`src/rtl/ntsc_enc_comp.sv`:
```
// Composite NTSC encoder back end: mixes luma, 4fsc-modulated chroma, colour burst
// and sync into one clamped video code through a three-stage pipeline.
module ntsc_enc_comp #(
    parameter int               C_YW        = 8,
    parameter int               C_DW        = 10,
    parameter logic [15:0]      C_YGAIN     = 16'h028C,
    parameter logic [15:0]      C_CGAIN     = 16'h0100,
    parameter logic [C_DW-1:0]  C_PEDESTAL  = 'h0F0,
    parameter logic [C_DW-1:0]  C_SYNC_L    = 'h010,
    parameter logic [C_DW-1:0]  C_BURST_AMP = 'h038,
    parameter bit               C_CHROMA_EN = 1'b1
) (
    input  logic            CK_i,
    input  logic            AR_i,
    input  logic            CK_EE_i,
    input  logic [C_YW-1:0] YYs_i,
    input  logic [C_YW-1:0] UUs_i,
    input  logic [C_YW-1:0] VVs_i,
    input  logic            BURST_i,
    input  logic            BLANK_i,
    input  logic            XSYNC_i,
    input  logic            SC_RST_i,
    input  logic            CLR_i,
    output logic [C_DW-1:0] VIDEOs_o,
    output logic [1:0]      PHASEs_o,
    output logic            OVF_o
);
    localparam int SW  = C_DW + 3;
    localparam int CW  = C_YW + 1;
    localparam int YPW = C_YW + 16;
    localparam int CPW = CW + 17;

    localparam logic signed [CW-1:0] BAMP  = CW'(C_BURST_AMP);
    localparam logic signed [SW-1:0] PED_S = SW'(C_PEDESTAL);
    localparam logic signed [SW-1:0] VMAX  = SW'({C_DW{1'b1}});

    function automatic logic is_clamp(input logic signed [SW-1:0] s);
        return (s < 0) || (s > VMAX);
    endfunction

    function automatic logic [C_DW-1:0] sat_video(input logic signed [SW-1:0] s);
        if (s < 0)
            return '0;
        else if (s > VMAX)
            return '1;
        else
            return s[C_DW-1:0];
    endfunction

    logic [1:0]             phase_q, phase_d;
    logic [C_YW-1:0]        y_p1_q, y_p1_d;
    logic signed [CW-1:0]   c_p1_q, c_p1_d;
    logic                   xsync_p1_q, xsync_p1_d, blank_p1_q, blank_p1_d, burst_p1_q, burst_p1_d;
    logic signed [SW-1:0]   ys_p2_q, ys_p2_d, cs_p2_q, cs_p2_d;
    logic                   xsync_p2_q, xsync_p2_d, blank_p2_q, blank_p2_d, burst_p2_q, burst_p2_d;
    logic [C_DW-1:0]        video_q, video_d;
    logic                   ovf_q, ovf_d;

    logic signed [CW-1:0]   u_ext, v_ext, chroma_sel;
    logic [YPW-1:0]         yprod;
    logic signed [CPW-1:0]  cprod, cshift;
    logic signed [SW-1:0]   sum3;
    logic                   clamp_evt;

    assign u_ext = {UUs_i[C_YW-1], UUs_i};
    assign v_ext = {VVs_i[C_YW-1], VVs_i};

    always_comb begin
        phase_d = phase_q;
        if (SC_RST_i)
            phase_d = '0;
        else if (CK_EE_i)
            phase_d = phase_q + 2'd1;
    end

    // Stage 1: subcarrier modulation by sample index, or burst reference
    always_comb begin
        chroma_sel = '0;
        if (BURST_i) begin
            case (phase_q)
                2'd0:    chroma_sel = -BAMP;
                2'd2:    chroma_sel = BAMP;
                default: chroma_sel = '0;
            endcase
        end else begin
            case (phase_q)
                2'd0:    chroma_sel = u_ext;
                2'd1:    chroma_sel = v_ext;
                2'd2:    chroma_sel = -u_ext;
                default: chroma_sel = -v_ext;
            endcase
        end
        if (!C_CHROMA_EN)
            chroma_sel = '0;
    end

    // Stage 2: gain scaling; burst bypasses the chroma gain
    assign yprod  = {{C_YW{1'b0}}, C_YGAIN} * {16'd0, y_p1_q};
    assign cprod  = $signed({{(CPW-16){1'b0}}, C_CGAIN}) *
                    $signed({{(CPW-CW){c_p1_q[CW-1]}}, c_p1_q});
    assign cshift = cprod >>> 8;

    // Stage 3: sync/blank priority mix with clamp to the code range
    always_comb begin
        if (blank_p2_q) begin
            sum3 = PED_S;
            if (burst_p2_q)
                sum3 = PED_S + cs_p2_q;
        end else begin
            sum3 = PED_S + ys_p2_q + cs_p2_q;
        end
        clamp_evt = xsync_p2_q && is_clamp(sum3);
    end

    always_comb begin
        y_p1_d     = y_p1_q;
        c_p1_d     = c_p1_q;
        xsync_p1_d = xsync_p1_q;
        blank_p1_d = blank_p1_q;
        burst_p1_d = burst_p1_q;
        ys_p2_d    = ys_p2_q;
        cs_p2_d    = cs_p2_q;
        xsync_p2_d = xsync_p2_q;
        blank_p2_d = blank_p2_q;
        burst_p2_d = burst_p2_q;
        video_d    = video_q;
        if (CK_EE_i) begin
            y_p1_d     = YYs_i;
            c_p1_d     = chroma_sel;
            xsync_p1_d = XSYNC_i;
            blank_p1_d = BLANK_i;
            burst_p1_d = BURST_i;
            ys_p2_d    = {1'b0, yprod[8 +: SW-1]};
            cs_p2_d    = burst_p1_q ? {{(SW-CW){c_p1_q[CW-1]}}, c_p1_q} : cshift[SW-1:0];
            xsync_p2_d = xsync_p1_q;
            blank_p2_d = blank_p1_q;
            burst_p2_d = burst_p1_q;
            video_d    = xsync_p2_q ? sat_video(sum3) : C_SYNC_L;
        end
        // A clamp in the same cycle as a clear wins so no overflow is lost
        ovf_d = CLR_i ? 1'b0 : ovf_q;
        if (CK_EE_i && clamp_evt)
            ovf_d = 1'b1;
    end

    always_ff @(posedge CK_i or posedge AR_i) begin
        if (AR_i) begin
            phase_q    <= '0;
            y_p1_q     <= '0;
            c_p1_q     <= '0;
            xsync_p1_q <= 1'b1;
            blank_p1_q <= 1'b1;
            burst_p1_q <= 1'b0;
            ys_p2_q    <= '0;
            cs_p2_q    <= '0;
            xsync_p2_q <= 1'b1;
            blank_p2_q <= 1'b1;
            burst_p2_q <= 1'b0;
            video_q    <= C_PEDESTAL;
            ovf_q      <= 1'b0;
        end else begin
            phase_q    <= phase_d;
            y_p1_q     <= y_p1_d;
            c_p1_q     <= c_p1_d;
            xsync_p1_q <= xsync_p1_d;
            blank_p1_q <= blank_p1_d;
            burst_p1_q <= burst_p1_d;
            ys_p2_q    <= ys_p2_d;
            cs_p2_q    <= cs_p2_d;
            xsync_p2_q <= xsync_p2_d;
            blank_p2_q <= blank_p2_d;
            burst_p2_q <= burst_p2_d;
            video_q    <= video_d;
            ovf_q      <= ovf_d;
        end
    end

    assign VIDEOs_o = video_q;
    assign PHASEs_o = phase_q;
    assign OVF_o    = ovf_q;

endmodule

```
`config.mk`:
```
export PLATFORM = sky130hd
export DESIGN_NAME = ntsc_enc_comp
export DESIGN_NICKNAME = d
export VERILOG_FILES = /design/src/rtl/ntsc_enc_comp.sv
export SDC_FILE = /design/constraint.sdc
export NUM_CORES = 1
export LEC_CHECK = 0
export CAP_MARGIN = 25
export CORE_UTILIZATION = 45
export CTS_CLUSTER_DIAMETER = 30
export DETAILED_ROUTE_END_ITERATION = 7
export PLACE_DENSITY = 0.68
export SYNTH_ARGS = -nofsm -noshare
export SYNTH_HDL_FRONTEND = slang
export SYNTH_SLANG_ARGS = --single-unit
```
`constraint.sdc`:
```
create_clock -name CK_i -period 3.65 [get_ports CK_i]
set_clock_uncertainty 0.05 [all_clocks]
set_input_delay 0.9125 -clock CK_i [delete_from_list [all_inputs] [get_ports CK_i]]
set_output_delay 0.9125 -clock CK_i [all_outputs]
set_load 0.05 [all_outputs]
```
## Word level (Yosys, flattened, before mapping)

Index checks and enable logic that the tools add are counted.
W data, S select, Z words.

- Add/subtract/negate cells: 6
- Multiply operators: 1
- Magnitude comparators: 2
- Equal/unequal tests: 2
- Muxes and demuxes: 12
- Reduce and logical (&&, ||, !) cells: 6

Operators with widths:

| kind | number |
|---|---|
| $mux W10 | 3 |
| $pmux W9 S3 | 1 |
| $mux W13 | 2 |
| $neg A8 Y9 | 2 |
| $pmux W9 S2 | 1 |
| $mul A8 B8 Y16 const A | 1 |
| $add A12 B9 Y13 | 1 |
| $gt A13 B11 Y1 const B | 1 |
| $lt A13 B1 Y1 const B | 1 |
| $add A8 B10 Y11 const A | 1 |
| $add A9 B9 Y10 const A | 1 |
| $mux W9 | 1 |
| $mux W2 | 2 |
| $reduce_bool A2 Y1 | 2 |
| $add A2 B1 Y2 const B | 1 |
| $eq A2 B1 Y1 const B | 1 |
| $eq A2 B2 Y1 const B | 1 |
| $logic_and A1 B1 Y1 | 2 |
| $logic_not A2 Y1 | 1 |
| $mux W1 | 2 |
| $logic_or A1 B1 Y1 | 1 |

- Register bits after elaboration: 55
- Input port bits: 32
- Output and inout port bits: 13

## Logic depth before layout (Yosys ltp)

Gate-level depths: netlist (run 1).

- Word-level depth: 8
- Mapped depth: 14
- Mapped depth without buffers: 14

## Worst setup path before layout (run 1)

OpenSTA, ideal clock, no wires.

- Path type: reg-to-reg
- Start: register y_p1_q[5]
- End: register ys_p2_q[7]
- Setup time: 0.125 ns
- Arrival time: 3.449 ns
- Required time: 3.475 ns
- Setup slack: 0.027 ns
- Stages on the path, launching flop included: 14
- Clock period less this slack: 3.623 ns
- Path through: dfrtp_1 > ha_1 > inv_1 > fa_1 > fa_1 > inv_1 > ha_1 > a31oi_1 > o21ai_1 > a31o_2 > a21oi_1 > o21ai_1 > xor2_1 > mux2_2

- Word-level cells in the longest chain between the ends: 1

Ends and longest elaborated chain:

| what | RTL line | text |
|---|---|---|
| from (decl) | 51 | `logic [C_YW-1:0] y_p1_q, y_p1_d;` |
| from (signal assigned) | 163 | `y_p1_q <= y_p1_d;` |
| $mul A8 B8 Y16 | 98 | `assign yprod = {{C_YW{1'b0}}, C_YGAIN} * {16'd0, y_p1_q};` |
| to (signal assigned) | 168 | `ys_p2_q <= ys_p2_d;` |
| to (decl) | 54 | `logic signed [SW-1:0] ys_p2_q, ys_p2_d, cs_p2_q, cs_p2_d;` |

Every way passes these cells.
A chain may end at the register's enable or synchronous reset.

## Worst setup path in the final report (run 1)

- Start: register y_p1_q[5]
- End: register ys_p2_q[9]

The elaborated chain is that of the path after synthesis.

==> impl_metrics.tcl, run 1 <==
set metrics [dict create \
    critical-path-top-delay-family "adder cells" \
    max_stage_delay_ns 0.54 \
    detailedRoute.firstPassIterationCount 4 \
    hold_ws_ns 0.447 \
    syn_avg_cell_area_um2 9.65 \
    portBuffers 44 \
    p_leak_nw 2.39 \
    top_level_ports 45 \
    tritoncts "built" \
    dp_cells 626 \
    fin_ws_ns 0.187 \
    max_slew_margin_pct 62.9 \
    grt_pass1_vias 3510 \
    sw_frac_of_total_pct 43.5 \
    cp_data_arrival_time_ns 3.61 \
    busiest_layer "met2" \
    syn_nets 553 \
    timing.rr.end "ys_p2_q[9]$_DFFE_PP0P_" \
    ys_seq_elements 55 \
    n_antenna_cell 0 \
    crit_start "y_p1_q[5]$_DFFE_PP0P_" \
    cts_buffers 5 \
    routed_via_density 5.47 \
    drive_gt1_share_pct 14.0 \
    pre_cts_slack_ns -0.0288 \
    hold_violations 0 \
    met3_usage_pct 1.94 \
    ys_types 66 \
    num_rows 35 \
    path_buf_inv 3 \
    total_power_mw 3.36 \
    yosys_warnings 0 \
    critPathRequiredTime_ns 3.80 \
    dp_hpwl_um 7010 \
    vdd.ir_drop.worst_mv 0.303 \
    die_x_um 101 \
    clk_pin_slew_worst_paths_ns 0.10 \
    cp_max_fo 4 \
    reg2reg_from "y_p1_q[5]$_DFFE_PP0P_" \
    cap_violations 0 \
    antenna_left 0 \
    grt_max_degree 34 \
    power_frac_seq_pct 27.3 \
    endpoint "ys_p2_q[9]$_DFFE_PP0P_" \
    track_usage_pct 19.6 \
    fill_cells 838 \
    root_buffer "clkbuf_8" \
    drt_iter0_markers 160 \
    r2r_setup_slack_ns 0.19 \
    switching_power_mw 1.46 \
    drv_slew 0 \
    clk-insertion-delay-late_ns 0.30 \
    worstSetupPathType "reg2reg" \
    pwr-share-clk_pct 10.9 \
    p_int_mw 1.90 \
    clock_sinks 55 \
    routed-via-count 3476 \
    final_net_count 605 \
    h-tree-depth 2 \
    die_area_um2 10100 \
    totalWireLength_um 9030 \
    use_met2_pct 33.6 \
    synth_edf_count 0 \
    grt.met1_usage_pct 26.5 \
    p_per_area_nw_per_um2 648 \
    dpl_cell_area_um2 5020 \
    antenna_found_initial 0 \
    grt_overflow_total 0 \
    pwr-share-comb_pct 61.9 \
    synth_ff_type "dfrtp_1" \
    finalSetupViolCount 0 \
    final_cells 636 \
    worstSetupStartpointType "flip-flop" \
    slowest_stage "fa_1" \
    cts_max_path_buffers 2 \
    design_area_um2 5180 \
    tightest_slew_ns 0.557 \
    synthesis.area_um2 4380 \
    post-route-period-util_pct 94.9 \
    cp-end-kind "flip-flop" \
    syn_inst 454 \
    start_util_pct 46.9 \
    reg2regPathDepth 13 \
    hold_class "reg2reg" \
    chipHeight_um 101 \
    drc 0 \
    place_congestion 0.870 \
    area_growth_pct 18.4 \
    async_flop_share_pct 100 \
    wire_per_inst_um 14.2 \
    coreArea_um2 9330 \
    crit_chain "buf_4 > ha_1 > inv_1 > fa_1 > fa_1 > inv_1 > ha_4 > nand4_1 > o21ai_2 > a31o_2 > a21oi_4 > o31a_1 > o311ai_1" \
    max_freq_mhz 289 \
    grt_pass1_wl_um 16200 \
    timing.critical_path.depth 13 \
    status "finished, final reports clean" \
    yosysSeqAreaShare_pct 31.7 \
    fin_crit_ns 3.46 \
]
-- power by group through the flow --
stage          logic (mW)  clock network, mW  registers, mW
2_1_floorplan        1.37                  0           1.07
3_3_place_gp         1.98                  0          0.921
3_5_place_dp         2.01                  0          0.927
4_1_cts              2.04              0.374          0.915
5_1_grt              2.33              0.400          0.941
6_report             2.08              0.365          0.915
-- per-layer routing --
layer	routed length, µm	vias to the layer above
met4	100	0
met2	4440	51
met5	0	-
met3	241	8
met1	4250	1675
li1	-	1742
-- layout by cell type, fill, tap and decap left out, types with 18 or more instances in the layout --
cell and n:
a21oi_1 24, clkdlybuf4s50_1 43, dfrtp_1 47, ha_1 61, inv_1 42, mux2_2 23, nand2_1 25, nor2_1 28
xor2_1 18
-- timing repair --
| item | 4_1_cts | 5_1_grt |
|---|---|---|
| resized for setup | 1 | 5 |
| hold buffers | 0 | 0 |
| setup endpoints to repair | 2 | 6 |
| setup buffers | 0 | 2 |
| pin swaps | 0 | 7 |
-- flip-flops by register name, summed over array words and instances (netlist names) --
signal,flops
blank_p2_q,1
cs_p2_q,9
VIDEOs_o,10
PHASEs_o,2
burst_p2_q,1
blank_p1_q,1
c_p1_q,9
xsync_p2_q,1
y_p1_q,8
xsync_p1_q,1
burst_p1_q,1
ys_p2_q,10
OVF_o,1
-- stage by stage --
stage	util, %	TNS [ns]
after floorplan	-	0
after global placement	53.8	0
after detailed placement	53.8	-0.0288
after CTS	55.0	0
after global routing	55.6	-0.00223
final	55.6	0
-- worst reg2reg max path, delay by kind of cell, from the launching register on --
family	cells	cell delay (ns)
AND/OR/NAND/NOR	1	0.11
flip-flops	1	0.42
AO/OA/AOI/OAI	5	1.05
buffers and inverters	3	0.29
adder cells (fa/ha/maj)	4	1.43
-- Yosys cell counts, drive strengths merged (2+ instances only) --
cell     count  area share, %
o311ai       3           0.60
o21bai       3           0.51
nand3        5           0.57
o221ai       8            1.6
dfstp        8            4.8
a21o        11            1.9
and2         2           0.34
nand4        3           0.43
o22ai        4           0.57
ha          62             18
nor4         2           0.29
mux2i        2           0.46
clkbuf      14            1.2
nor3         7           0.91
o31a         3           0.60
o21ai       24            2.8
xnor2       14            2.8
fa           5            2.3
o2bb2ai      5            1.0
a221oi       4            1.2
buf          2           0.37
nor2        28            2.4
nor2b        2           0.29
o31ai        2           0.34
inv         44            3.8
nor3b        3           0.51
xor2        18            3.6
nand2b       3           0.43
dfrtp       47             27
nand2       25            2.1
a31oi        6           0.86
or3          2           0.29
a21oi       25            2.9
o211ai       3           0.51
or2          2           0.29
mux2        23            5.9
a31o         2           0.40
a211oi       4           0.69
a22oi        2           0.34
and3         5           0.71
a221o        2           0.46
-- worst min path at each step --
stage	startpoint	to	slack, ns	cells after the start
2_1_floorplan	c_p1_q[0]$_DFFE_PP0P_	c_p1_q[0]$_DFFE_PP0P_	0.40	1
3_3_place_gp	c_p1_q[4]$_DFFE_PP0P_	cs_p2_q[4]$_DFFE_PP0P_	0.42	2
3_5_place_dp	c_p1_q[2]$_DFFE_PP0P_	c_p1_q[2]$_DFFE_PP0P_	0.42	1
4_1_cts	c_p1_q[2]$_DFFE_PP0P_	c_p1_q[2]$_DFFE_PP0P_	0.45	1
5_1_grt	c_p1_q[6]$_DFFE_PP0P_	c_p1_q[6]$_DFFE_PP0P_	0.47	1
6_report	c_p1_q[2]$_DFFE_PP0P_	c_p1_q[2]$_DFFE_PP0P_	0.45	1
-- final cells by class --
type	count	area, µm²	share of cell area (%)
Clock buffer	7	96.3	1.86
Clock inverter	1	7.51	0.145
Inverter	44	165	3.19
Multi-Input combinational cell	339	2810	54.1
Sequential cell	55	1390	26.7
Tap cell	129	161	3.11
Timing Repair Buffer	61	563	10.9
-- cell families (layout without fill, tap and decap cells) --
family,after synthesis,after routing,synth area share (%)
compound gates,120,120,19.1
xor+xnor,32,32,6.40
fa+ha+maj,67,67,20.0
buf+inv,60,113,5.34
flops,55,55,31.7
mux,25,25,6.37
simple gates,95,95,11.1
(Power assumes the default switching activity.)
==> run 2, diff against run 1 <==
Settings changed: SLEW_MARGIN from default to 20.
==> results of run 2 <==
Same layout as run 1: the final DEF is identical, and so are final timing and power.
